===== src/rtl/idpair_packer.sv =====
`default_nettype none
// ============================================================================
// Module      : idpair_packer
// Description : Pops {ref_id,cmp_id} pairs from the ID-pair producer, packs them
//               LSB-first into wide words and streams them out on valid/ready.
// Revision    : 1.0 - initial release
// ============================================================================
module idpair_packer #(
    parameter  int BUS_WIDTH      = 128,
    parameter  int VEC_ID_WIDTH   = 10,
    localparam int PAIR_WIDTH     = 2 * VEC_ID_WIDTH,
    localparam int PAIRS_PER_WORD = BUS_WIDTH / PAIR_WIDTH,
    localparam int CNT_W          = $clog2(PAIRS_PER_WORD + 1)
) (
    input  logic                  clk,
    input  logic                  rstn,
    input  logic                  i_IDPair_Ready,
    input  logic [PAIR_WIDTH-1:0] i_IDPair_Out,
    input  logic                  i_IDPair_Last,
    output logic                  o_IDPair_Read,
    output logic [BUS_WIDTH-1:0]  o_Data,
    output logic [CNT_W-1:0]      o_Count,
    output logic                  o_Valid,
    output logic                  o_Last,
    input  logic                  i_Ready,
    output logic [31:0]           o_PairTotal
);

    logic [BUS_WIDTH-1:0] r_acc;
    logic [CNT_W-1:0]     r_acc_cnt;
    logic                 r_acc_last;
    logic                 r_job_done;

    logic                 w_acc_pending;
    logic                 w_xfer;
    logic                 w_pop;
    logic [CNT_W-1:0]     w_base_cnt;
    logic [BUS_WIDTH-1:0] w_acc_next;
    logic [CNT_W-1:0]     w_cnt_next;
    logic                 w_last_next;

    // A word moving to the output register frees the accumulator in the same
    // cycle, so the incoming pair lands in slot 0 and the pop stream never stalls.
    always_comb begin
        w_acc_pending = (r_acc_cnt == CNT_W'(PAIRS_PER_WORD)) || r_acc_last;
        w_xfer        = w_acc_pending && (!o_Valid || i_Ready);
        o_IDPair_Read = rstn && (!w_acc_pending || w_xfer);
        w_pop         = o_IDPair_Read && i_IDPair_Ready;
        w_base_cnt    = w_xfer ? '0 : r_acc_cnt;
        w_acc_next    = w_xfer ? '0 : r_acc;
        for (int k = 0; k < PAIRS_PER_WORD; k++) begin
            if (w_pop && (w_base_cnt == CNT_W'(k))) begin
                w_acc_next[k*PAIR_WIDTH +: PAIR_WIDTH] = i_IDPair_Out;
            end
        end
        w_cnt_next  = w_pop ? (w_base_cnt + CNT_W'(1)) : w_base_cnt;
        w_last_next = w_pop ? i_IDPair_Last : (r_acc_last && !w_xfer);
    end

    always_ff @(posedge clk or negedge rstn) begin
        if (!rstn) begin
            r_acc       <= '0;
            r_acc_cnt   <= '0;
            r_acc_last  <= 1'b0;
            r_job_done  <= 1'b0;
            o_Data      <= '0;
            o_Count     <= '0;
            o_Valid     <= 1'b0;
            o_Last      <= 1'b0;
            o_PairTotal <= '0;
        end else begin
            r_acc      <= w_acc_next;
            r_acc_cnt  <= w_cnt_next;
            r_acc_last <= w_last_next;

            if (w_xfer) begin
                o_Data  <= r_acc;
                o_Count <= r_acc_cnt;
                o_Last  <= r_acc_last;
                o_Valid <= 1'b1;
            end else if (o_Valid && i_Ready) begin
                o_Valid <= 1'b0;
            end

            // The first pair after a job's final pair restarts the running total.
            if (w_pop) begin
                o_PairTotal <= r_job_done ? 32'd1 : (o_PairTotal + 32'd1);
                r_job_done  <= i_IDPair_Last;
            end
        end
    end

endmodule
`default_nettype wire

===== config.mk =====
export PLATFORM = sky130hd
export DESIGN_NAME = idpair_packer
export DESIGN_NICKNAME = d
export VERILOG_FILES = /design/src/rtl/idpair_packer.sv
export SDC_FILE = /design/constraint.sdc
export NUM_CORES = 1
export LEC_CHECK = 0
export BUFFER_PORTS_ARGS = -buffer_cell sky130_fd_sc_hd__buf_2
export CORE_ASPECT_RATIO = 0.5
export CORE_MARGIN = 5
export CORE_UTILIZATION = 50
export CTS_BUF_LIST = sky130_fd_sc_hd__clkbuf_4
export DETAILED_ROUTE_END_ITERATION = 10
export GPL_ROUTABILITY_DRIVEN = 1
export PLACE_DENSITY = 0.72
export SYNTH_ARGS = -nofsm -noshare
export SYNTH_HDL_FRONTEND = slang
export SYNTH_SLANG_ARGS = --single-unit

===== constraint.sdc =====
create_clock -name clk -period 3.9 [get_ports clk]
set_input_delay 0.78 -clock clk [delete_from_list [all_inputs] [get_ports clk]]
set_output_delay 0.78 -clock clk [all_outputs]
set_load 0.005 [all_outputs]

==> impl_table.tex, run 1 <==
\begin{tabular}{lr}
\hline
Metric & Value \\
\hline
\multicolumn{2}{l}{\textbf{Routing}} \\
Routed wire per std cell & 17.7 um \\
Detailed-routing iteration count for the pre-antenna-repair pass & 5 \\
Violation count after the first detailed-route iteration & 671 \\
Number of remaining DRC errors & 0 \\
Number of nets with antenna violations after detailed routing & 0 \\
Total via count after detailed routing & 8,199 \\
Total routed wirelength & 27,800 um \\
Vias per Instance & 5.21 \\
\multicolumn{2}{l}{\textbf{Layout}} \\
Area grow syn2layout & 17.2\% \\
Nets@finish & 1,249 \\
Register area & 7060 um2 \\
Fraction of final layout cells with drive strength greater than 1 & 33.7\% \\
Count of filler cells inserted in the layout & 1,948 \\
Final std cell area, no fill & 13,500 um2 \\
Commonest non-fill, non-tap cell in the layout & sky130\_fd\_sc\_hd\_\_dfrtp\_1 \\
Most frequent cells in the layout & 282 x sky130\_fd\_sc\_hd\_\_dfrtp\_1, 214 x sky130\_fd\_sc\_hd\_\_nand2\_1, 181 x sky130\_fd\_sc\_hd\_\_buf\_2 \\
Area occupied by multi-input gates & 4110 um2 \\
Post-layout util & 59.4\% \\
Number of non-filler instances in the completed layout & 1,575 \\
\multicolumn{2}{l}{\textbf{Setup path}} \\
Element type at the critical path end & flop \\
Crit path required time & 4.40 ns \\
Worst Setup Path Type & reg -> reg \\
Data arrival, critical path & 3.41 ns \\
Startpoint types & flop \\
CP max FO & 221 \\
\multicolumn{2}{l}{\textbf{Job}} \\
Number of max-cap violations & 0 \\
\multicolumn{2}{l}{\textbf{Clocking}} \\
Post-CTS setup repair buffer count & 0 \\
Clock sinks & 282 \\
Max Buffers Root-to-Sink & 3 \\
Insertion delay of the later-clocked pin in the worst-skew pair & 0.65 ns \\
H-tree depth & 3 \\
Number of gates resized after cts & 0 \\
CTS tree & yes \\
Clock-pin transition on the worst setup and hold timing paths & 0.07 ns \\
Library cell used as clock root buffer & sky130\_fd\_sc\_hd\_\_clkbuf\_4 \\
Number of buffers inserted by hold repair at cts & 0 \\
Number of CTS-inserted buffers & 66 \\
\multicolumn{2}{l}{\textbf{STA}} \\
Final WS setup & 0.987 ns \\
Final setup violation count & 0 \\
Tmin final & 2.91 ns \\
Worst relative slew slack & 17.8\% \\
Final-layout setup total negative slack & 0 ns \\
RSZ-0062 raised after global routing & no \\
Number of pins exceeding their max-slew limit in the final report & 0 \\
Measured slew at the worst slew-check pin & 1.23 ns \\
Top achievable clock speed & 343 MHz \\
Fin Clk Skew & 0.0411 ns \\
Minimum hold slack & 0.0874 ns \\
Fin crit share & 74.7\% \\
Hold Fails Final Rpt & 0 \\
\multicolumn{2}{l}{\textbf{Global route}} \\
Vias in the first global route & 8,343 \\
GRT Total Usage & 21.1\% \\
Wire length of the first global-routing pass & 44,700 um \\
Residual overflow from global routing & 0 \\
Maximum number of pins on one net before global-route repair & 222 \\
Number of antenna violations at the first check in global routing & 1 \\
\multicolumn{2}{l}{\textbf{Synth}} \\
Fraction of registers with async set or reset after synthesis & 100\% \\
Post-synth design cell area & 11,500 um2 \\
Distinct cell type count of the synthesized netlist & 50 \\
Synthesis-stage register bit count & 282 \\
Fraction of the yosys area taken by sequential cells & 61.3\% \\
Post-synth top area share & 61.3\% \\
Leading register cell type out of synthesis & sky130\_fd\_sc\_hd\_\_dfrtp\_1 \\
Library cell occupying the most area in the post-synthesis netlist & sky130\_fd\_sc\_hd\_\_dfrtp\_1 \\
Count of yosys warnings during synthesis & 0 \\
Count of flip-flops with a built-in enable after synthesis & 0 \\
Top area cells in the synthesized netlist & sky130\_fd\_sc\_hd\_\_dfrtp\_1 61\%, sky130\_fd\_sc\_hd\_\_mux2\_2 12\%, sky130\_fd\_sc\_hd\_\_nand2\_1 7.0\% \\
Syn Area/Cell & 11.3 um2 \\
Post-Syn Instances & 1,021 \\
\multicolumn{2}{l}{\textbf{Place}} \\
Setup WS pre-CTS & 0.895 ns \\
Number of I/O port buffers & 182 \\
Placed cell count & 1,459 \\
GPL Wtd Cong & 0.803 \\
Post-place instance area & 12,700 um2 \\
Post-DP HPWL & 17,800 um \\
\multicolumn{2}{l}{\textbf{Power}} \\
Leak Pwr & 7.00 nW \\
Total power divided by cell area & 665 nW/um2 \\
IR drop worst, VDD & 227 uV \\
Tot Pwr & 8.98 mW \\
\multicolumn{2}{l}{\textbf{Floorplanning}} \\
Die span in y & 117 um \\
Core area & 22,700 um2 \\
Row count & 39 \\
DIE WIDTH & 225 um \\
Initial Util & 50.7\% \\
IO Pins & 191 \\
Die area & 26,400 um2 \\
\multicolumn{2}{l}{\textbf{Min path}} \\
Worst hold-check path type & in -> async \\
\multicolumn{2}{l}{\textbf{Status}} \\
Outcome & finished, final reports clean \\
\hline
\end{tabular}
==> critical path, stage by stage (launching register included) <==
cell and delay (ns):
sky130_fd_sc_hd__dfrtp_1 0.47, sky130_fd_sc_hd__and3b_1 0.25, sky130_fd_sc_hd__o21ai_4 0.60, sky130_fd_sc_hd__buf_12 0.61, sky130_fd_sc_hd__mux2_2 0.43
==> area by class of cell <==
cell class | instances | share of cell area, %
multi-input combinational | 649 | 30.5
sequential | 282 | 52.3
clock inverter | 16 | 0.510
inverter | 29 | 0.806
clock buffer | 99 | 5.51
timing repair buffer | 192 | 7.56
antenna | 1 | 0.0185
tap | 307 | 2.85
==> per-layer routing <==
layer	global-route usage (%)	up-vias	part of all wire [%]
met2	33.9	211	49
met5	0	-	0
met1	27.7	4017	42
met4	7.30	0	2.6
li1	-	3915	-
met3	5.84	56	6.5
==> final timing paths <==
kind                                     from         endpoint  slack (ns)  cells after the start
worst max register to register   r_acc_cnt[0]       o_Data[71]        0.99                      4
worst min register to register      r_acc[64]       o_Data[64]        0.48                      1
min in group clk                i_IDPair_Last       r_acc_last        0.42                      3
worst max-delay path             r_acc_cnt[0]       o_Data[71]        0.99                      4
max in group asynchronous                rstn        o_Data[9]        2.38                      2
worst min-delay path                     rstn  o_PairTotal[12]        0.09                      1
==> cells in the mapped netlist (2+ instances only) <==
| cell type | instances |
|---|---|
| sky130_fd_sc_hd__a21o_1 | 2 |
| sky130_fd_sc_hd__a21oi_1 | 14 |
| sky130_fd_sc_hd__a221o_1 | 6 |
| sky130_fd_sc_hd__and2_1 | 3 |
| sky130_fd_sc_hd__and3_1 | 3 |
| sky130_fd_sc_hd__and4_1 | 5 |
| sky130_fd_sc_hd__buf_2 | 13 |
| sky130_fd_sc_hd__buf_4 | 8 |
| sky130_fd_sc_hd__clkbuf_1 | 46 |
| sky130_fd_sc_hd__dfrtp_1 | 282 |
| sky130_fd_sc_hd__ha_1 | 4 |
| sky130_fd_sc_hd__inv_1 | 28 |
| sky130_fd_sc_hd__mux2_2 | 121 |
| sky130_fd_sc_hd__mux2i_1 | 23 |
| sky130_fd_sc_hd__nand2_1 | 214 |
| sky130_fd_sc_hd__nand3_1 | 28 |
| sky130_fd_sc_hd__nand3b_1 | 2 |
| sky130_fd_sc_hd__nand4_1 | 11 |
| sky130_fd_sc_hd__nand4b_1 | 2 |
| sky130_fd_sc_hd__nor2_1 | 24 |
| sky130_fd_sc_hd__nor2b_1 | 3 |
| sky130_fd_sc_hd__nor3_1 | 17 |
| sky130_fd_sc_hd__nor3b_1 | 2 |
| sky130_fd_sc_hd__nor4_1 | 5 |
| sky130_fd_sc_hd__o211a_1 | 3 |
| sky130_fd_sc_hd__o211ai_1 | 2 |
| sky130_fd_sc_hd__o21a_1 | 2 |
| sky130_fd_sc_hd__o21ai_0 | 116 |
| sky130_fd_sc_hd__or3_1 | 2 |
| sky130_fd_sc_hd__xnor2_1 | 9 |
| sky130_fd_sc_hd__xor2_1 | 2 |
==> report_power, final <==
part | internal [mW] | switching, mW
Sequential | 3.91 | 0.611
Clock | 1.16 | 1.16
Combinational | 1.08 | 1.05
Total | 6.16 | 2.82
==> registers in the layout (all words and copies together) (netlist names) <==
| signal | cells |
|---|---|
| o_Data | 120 |
| r_acc | 120 |
| o_PairTotal | 32 |
| o_Count | 3 |
| r_acc_cnt | 3 |
| o_Last | 1 |
| o_Valid | 1 |
| r_acc_last | 1 |
| r_job_done | 1 |
==> logic make-up (layout without fill, tap and decap cells) <==
group	count (synthesis)	after routing	synth area share (%)
adder cells (fa/ha/maj)	4	4	0.434
other	1	9	0.0326
AND/OR/NAND/NOR	331	331	12.8
flip-flops	282	282	61.3
multiplexers	144	144	13.8
AO/OA/AOI/OAI	151	151	7.26
buffers and inverters	97	336	3.56
XOR/XNOR	11	11	0.836
(Power assumes the default switching activity.)
==> run 2: changes to the inputs <==
Settings changed: PLACE_DENSITY 0.72 to 0.75.
Clock period 3.9 ns to 2.45 ns, I/O delays scaled along.
==> impl_table.tex, run 2 (same netlist as run 1, synthesis figures left out) <==
\begin{tabular}{lr}
\hline
Metric & Value \\
\hline
\multicolumn{2}{l}{\textbf{Status}} \\
Outcome & finished, final reports clean \\
\multicolumn{2}{l}{\textbf{Power}} \\
Combinational share of power & 24.4\% (+0.7 points) \\
Total power divided by cell area & 1040 nW/um2 (+57\%) \\
NetSw & 4.47 mW (+59\%) \\
IR drop worst, VDD & 346 uV (+52\%) \\
Power share of the clock group & 24.9\% (-1.0 points) \\
Leak Pwr & 7.07 nW (+1.0\%) \\
Pint & 9.79 mW (+59\%) \\
Fraction of power spent switching nets & 31.4\% (-0.065 points) \\
Register share of total power & 50.7\% (+0.3 points) \\
\multicolumn{2}{l}{\textbf{Global route}} \\
GRT Total Usage & 21.1\% (+0.026 points) \\
Vias in the first global route & 8,533 (+2.3\%) \\
Residual overflow from global routing & 0 (unchanged) \\
Wire length of the first global-routing pass & 45,100 um (+1.0\%) \\
Number of antenna violations at the first check in global routing & 1 (unchanged) \\
Maximum number of pins on one net before global-route repair & 143 (-36\%) \\
\multicolumn{2}{l}{\textbf{Setup path}} \\
Number of buffer and inverter stages on the critical path & 1 (unchanged) \\
Startpoint types & flop \\
Worst Setup Path Type & reg -> out \\
Reg2Reg Launch Point & r\_acc\_cnt[2] \\
CP Cell Sequence & and3b\_2, nor2\_1, o21a\_1, buf\_2 \\
Crit path required time & 1.96 ns (-2.44 ns) \\
Largest delay contributor family on the critical path & flip-flops \\
Timing startpoint of the critical path & r\_acc\_cnt[0] \\
Delay contributed by the slowest stage of the critical path & 0.46 ns (-0.15 ns) \\
Slowest CP cell & sky130\_fd\_sc\_hd\_\_dfrtp\_2 \\
Element type at the critical path end & output pin \\
CP max FO & 7 (-97\%) \\
Data arrival, critical path & 1.83 ns (-1.58 ns) \\
\multicolumn{2}{l}{\textbf{Layout}} \\
Area grow syn2layout & 18.5\% \\
Commonest non-fill, non-tap cell in the layout & sky130\_fd\_sc\_hd\_\_dfrtp\_1 \\
Area occupied by multi-input gates & 4110 um2 (about the same) \\
Post-layout util & 60.0\% (+0.68 points) \\
Nets@finish & 1,255 (+0.48\%) \\
Count of filler cells inserted in the layout & 1,857 (-4.7\%) \\
Registers with the highest flip-flop counts & o\_Data: 120 flops, r\_acc: 120 flops, o\_PairTotal: 32 flops \\
Fraction of final layout cells with drive strength greater than 1 & 34.3\% (+0.58 points) \\
Final std cell area, no fill & 13,700 um2 (+1.1\%) \\
Register area & 7060 um2 (about the same) \\
Most frequent cells in the layout & 281 x sky130\_fd\_sc\_hd\_\_dfrtp\_1, 214 x sky130\_fd\_sc\_hd\_\_nand2\_1, 181 x sky130\_fd\_sc\_hd\_\_buf\_2 \\
\multicolumn{2}{l}{\textbf{Floorplanning}} \\
Die span in y & 117 um (unchanged) \\
Initial Util & 50.7\% (unchanged) \\
DIE WIDTH & 225 um (unchanged) \\
Die area & 26,400 um2 (unchanged) \\
Row count & 39 (unchanged) \\
IO Pins & 191 (unchanged) \\
Core area & 22,700 um2 (unchanged) \\
\multicolumn{2}{l}{\textbf{STA}} \\
Final-layout setup total negative slack & 0 ns (unchanged) \\
Fin crit share & 94.5\% \\
Worst relative slew slack & 42.6\% (+25 points) \\
Tmin final & 2.32 ns \\
Final setup violation count & 0 (unchanged) \\
Fin Clk Skew & 0.0537 ns (+0.0126 ns) \\
Hold Fails Final Rpt & 0 (unchanged) \\
Measured slew at the worst slew-check pin & 0.859 ns (-0.374 ns) \\
Top achievable clock speed & 432 MHz \\
Final WS setup & 0.135 ns (-0.852 ns) \\
RSZ-0062 raised after global routing & no \\
Number of pins exceeding their max-slew limit in the final report & 0 (unchanged) \\
Minimum hold slack & 0.0953 ns (+0.00793 ns) \\
\multicolumn{2}{l}{\textbf{Min path}} \\
Worst hold-check path type & in -> reg \\
Startpoint of the most critical hold path & i\_IDPair\_Out[0] \\
\multicolumn{2}{l}{\textbf{Routing}} \\
Routed wire per std cell & 17.7 um (+0.39\%) \\
Vias per Instance & 5.25 (+0.95\%) \\
Detailed-routing iteration count for the pre-antenna-repair pass & 5 (unchanged) \\
Number of remaining DRC errors & 0 (unchanged) \\
Violation count after the first detailed-route iteration & 644 (-4.0\%) \\
Total routed wirelength & 27,900 um (+0.51\%) \\
Number of nets with antenna violations after detailed routing & 0 (unchanged) \\
Total via count after detailed routing & 8,287 (+1.1\%) \\
\multicolumn{2}{l}{\textbf{Place}} \\
Setup WS pre-CTS & 0.148 ns (-0.747 ns) \\
GPL Wtd Cong & 0.829 (+3.2\%) \\
Number of I/O port buffers & 182 (unchanged) \\
Post-place instance area & 12,900 um2 (+1.4\%) \\
Post-DP HPWL & 18,500 um (+4.2\%) \\
\multicolumn{2}{l}{\textbf{Clocking}} \\
Number of CTS-inserted buffers & 60 (-9.1\%) \\
CTS tree & yes \\
Max Buffers Root-to-Sink & 3 (unchanged) \\
Clock-pin transition on the worst setup and hold timing paths & 0.07 ns (about the same) \\
H-tree depth & 2 (-1) \\
Clock sinks & 282 (unchanged) \\
Library cell used as clock root buffer & sky130\_fd\_sc\_hd\_\_clkbuf\_4 \\
Insertion delay of the later-clocked pin in the worst-skew pair & 0.72 ns (+0.07 ns) \\
Post-CTS setup repair buffer count & 0 (unchanged) \\
\multicolumn{2}{l}{\textbf{Job}} \\
Number of max-cap violations & 0 (unchanged) \\
\hline
\end{tabular}
==> run 2: changes by cell type in the layout (fill, tap and decap cells not counted) <==
cell                            previous run  this run
sky130_fd_sc_hd__clkinv_4                  0         1
sky130_fd_sc_hd__dfrtp_2                   0         1
sky130_fd_sc_hd__buf_4                     8        10
sky130_fd_sc_hd__inv_6                     0         1
sky130_fd_sc_hd__and3b_1                   1         0
sky130_fd_sc_hd__clkinv_1                 11         5
sky130_fd_sc_hd__and3b_2                   0         1
sky130_fd_sc_hd__dlygate4sd3_1             0         2
sky130_fd_sc_hd__dfrtp_1                 282       281
sky130_fd_sc_hd__clkbuf_4                 99        97
sky130_fd_sc_hd__inv_2                     3         1
sky130_fd_sc_hd__clkinvlp_4                2         0
sky130_fd_sc_hd__buf_12                    2        10
==> run 2: worst paths after layout <==
check,to,slack (ns),depth (start not counted)
worst min register to register,o_Data[2],0.48,1
min in group asynchronous,o_Valid,0.18,2
worst max register to register,r_acc[101],0.30,9
worst max-delay path,o_IDPair_Read,0.13,4
worst min-delay path,r_acc[40],0.1,3
max in group asynchronous,o_Data[3],1.29,3
==> run 2: worst reg2reg max path, delay by kind of cell, from the launching register on <==
kind,cells,cell delay [ns]
AND/OR/NAND/NOR,4,0.80
adder cells (fa/ha/maj),1,0.21
AO/OA/AOI/OAI,2,0.35
flip-flops,1,0.46
buffers and inverters,2,0.28
==> run 2: power groups by stage <==
stage,combinational [mW],sequential [mW],clock (mW)
after global placement,3.38,7.22,0
after global routing,3.89,7.42,3.90
final,3.48,7.23,3.55
after detailed placement,3.52,7.32,0
after floorplan,1.87,7.10,0
after CTS,3.54,7.24,3.65
==> run 2: stage by stage <==
step,total power [mW],instances
global placement,10.6,1469
global route,15.2,1577
floorplan,8.97,1028
finish,14.3,1577
detailed placement,10.8,1469
CTS,14.4,1576
==> run 2: cell type report <==
cell class	count	share of cell area, %
sequential	282	51.7
multi-input combinational	649	30.1
timing repair buffer	204	8.91
clock buffer	97	5.33
tap	307	2.81
inverter	29	0.797
clock inverter	8	0.302
antenna	1	0.0183
==> run 2: repair_timing <==
item	4_1_cts	5_1_grt
hold buffers	2	0
setup endpoints to repair	0	1
resized for setup	0	2
hold endpoints to repair	179	0
==> run 2: per-layer routing <==
metal / global-route usage (%) / routed length (um) / up-vias
li1: - / - / 3926
met1: 27.5 / 11500 / 4116
met2: 34.6 / 14000 / 202
met3: 5.62 / 1810 / 43
met4: 6.99 / 676 / 0
met5: 0 / 0 / -
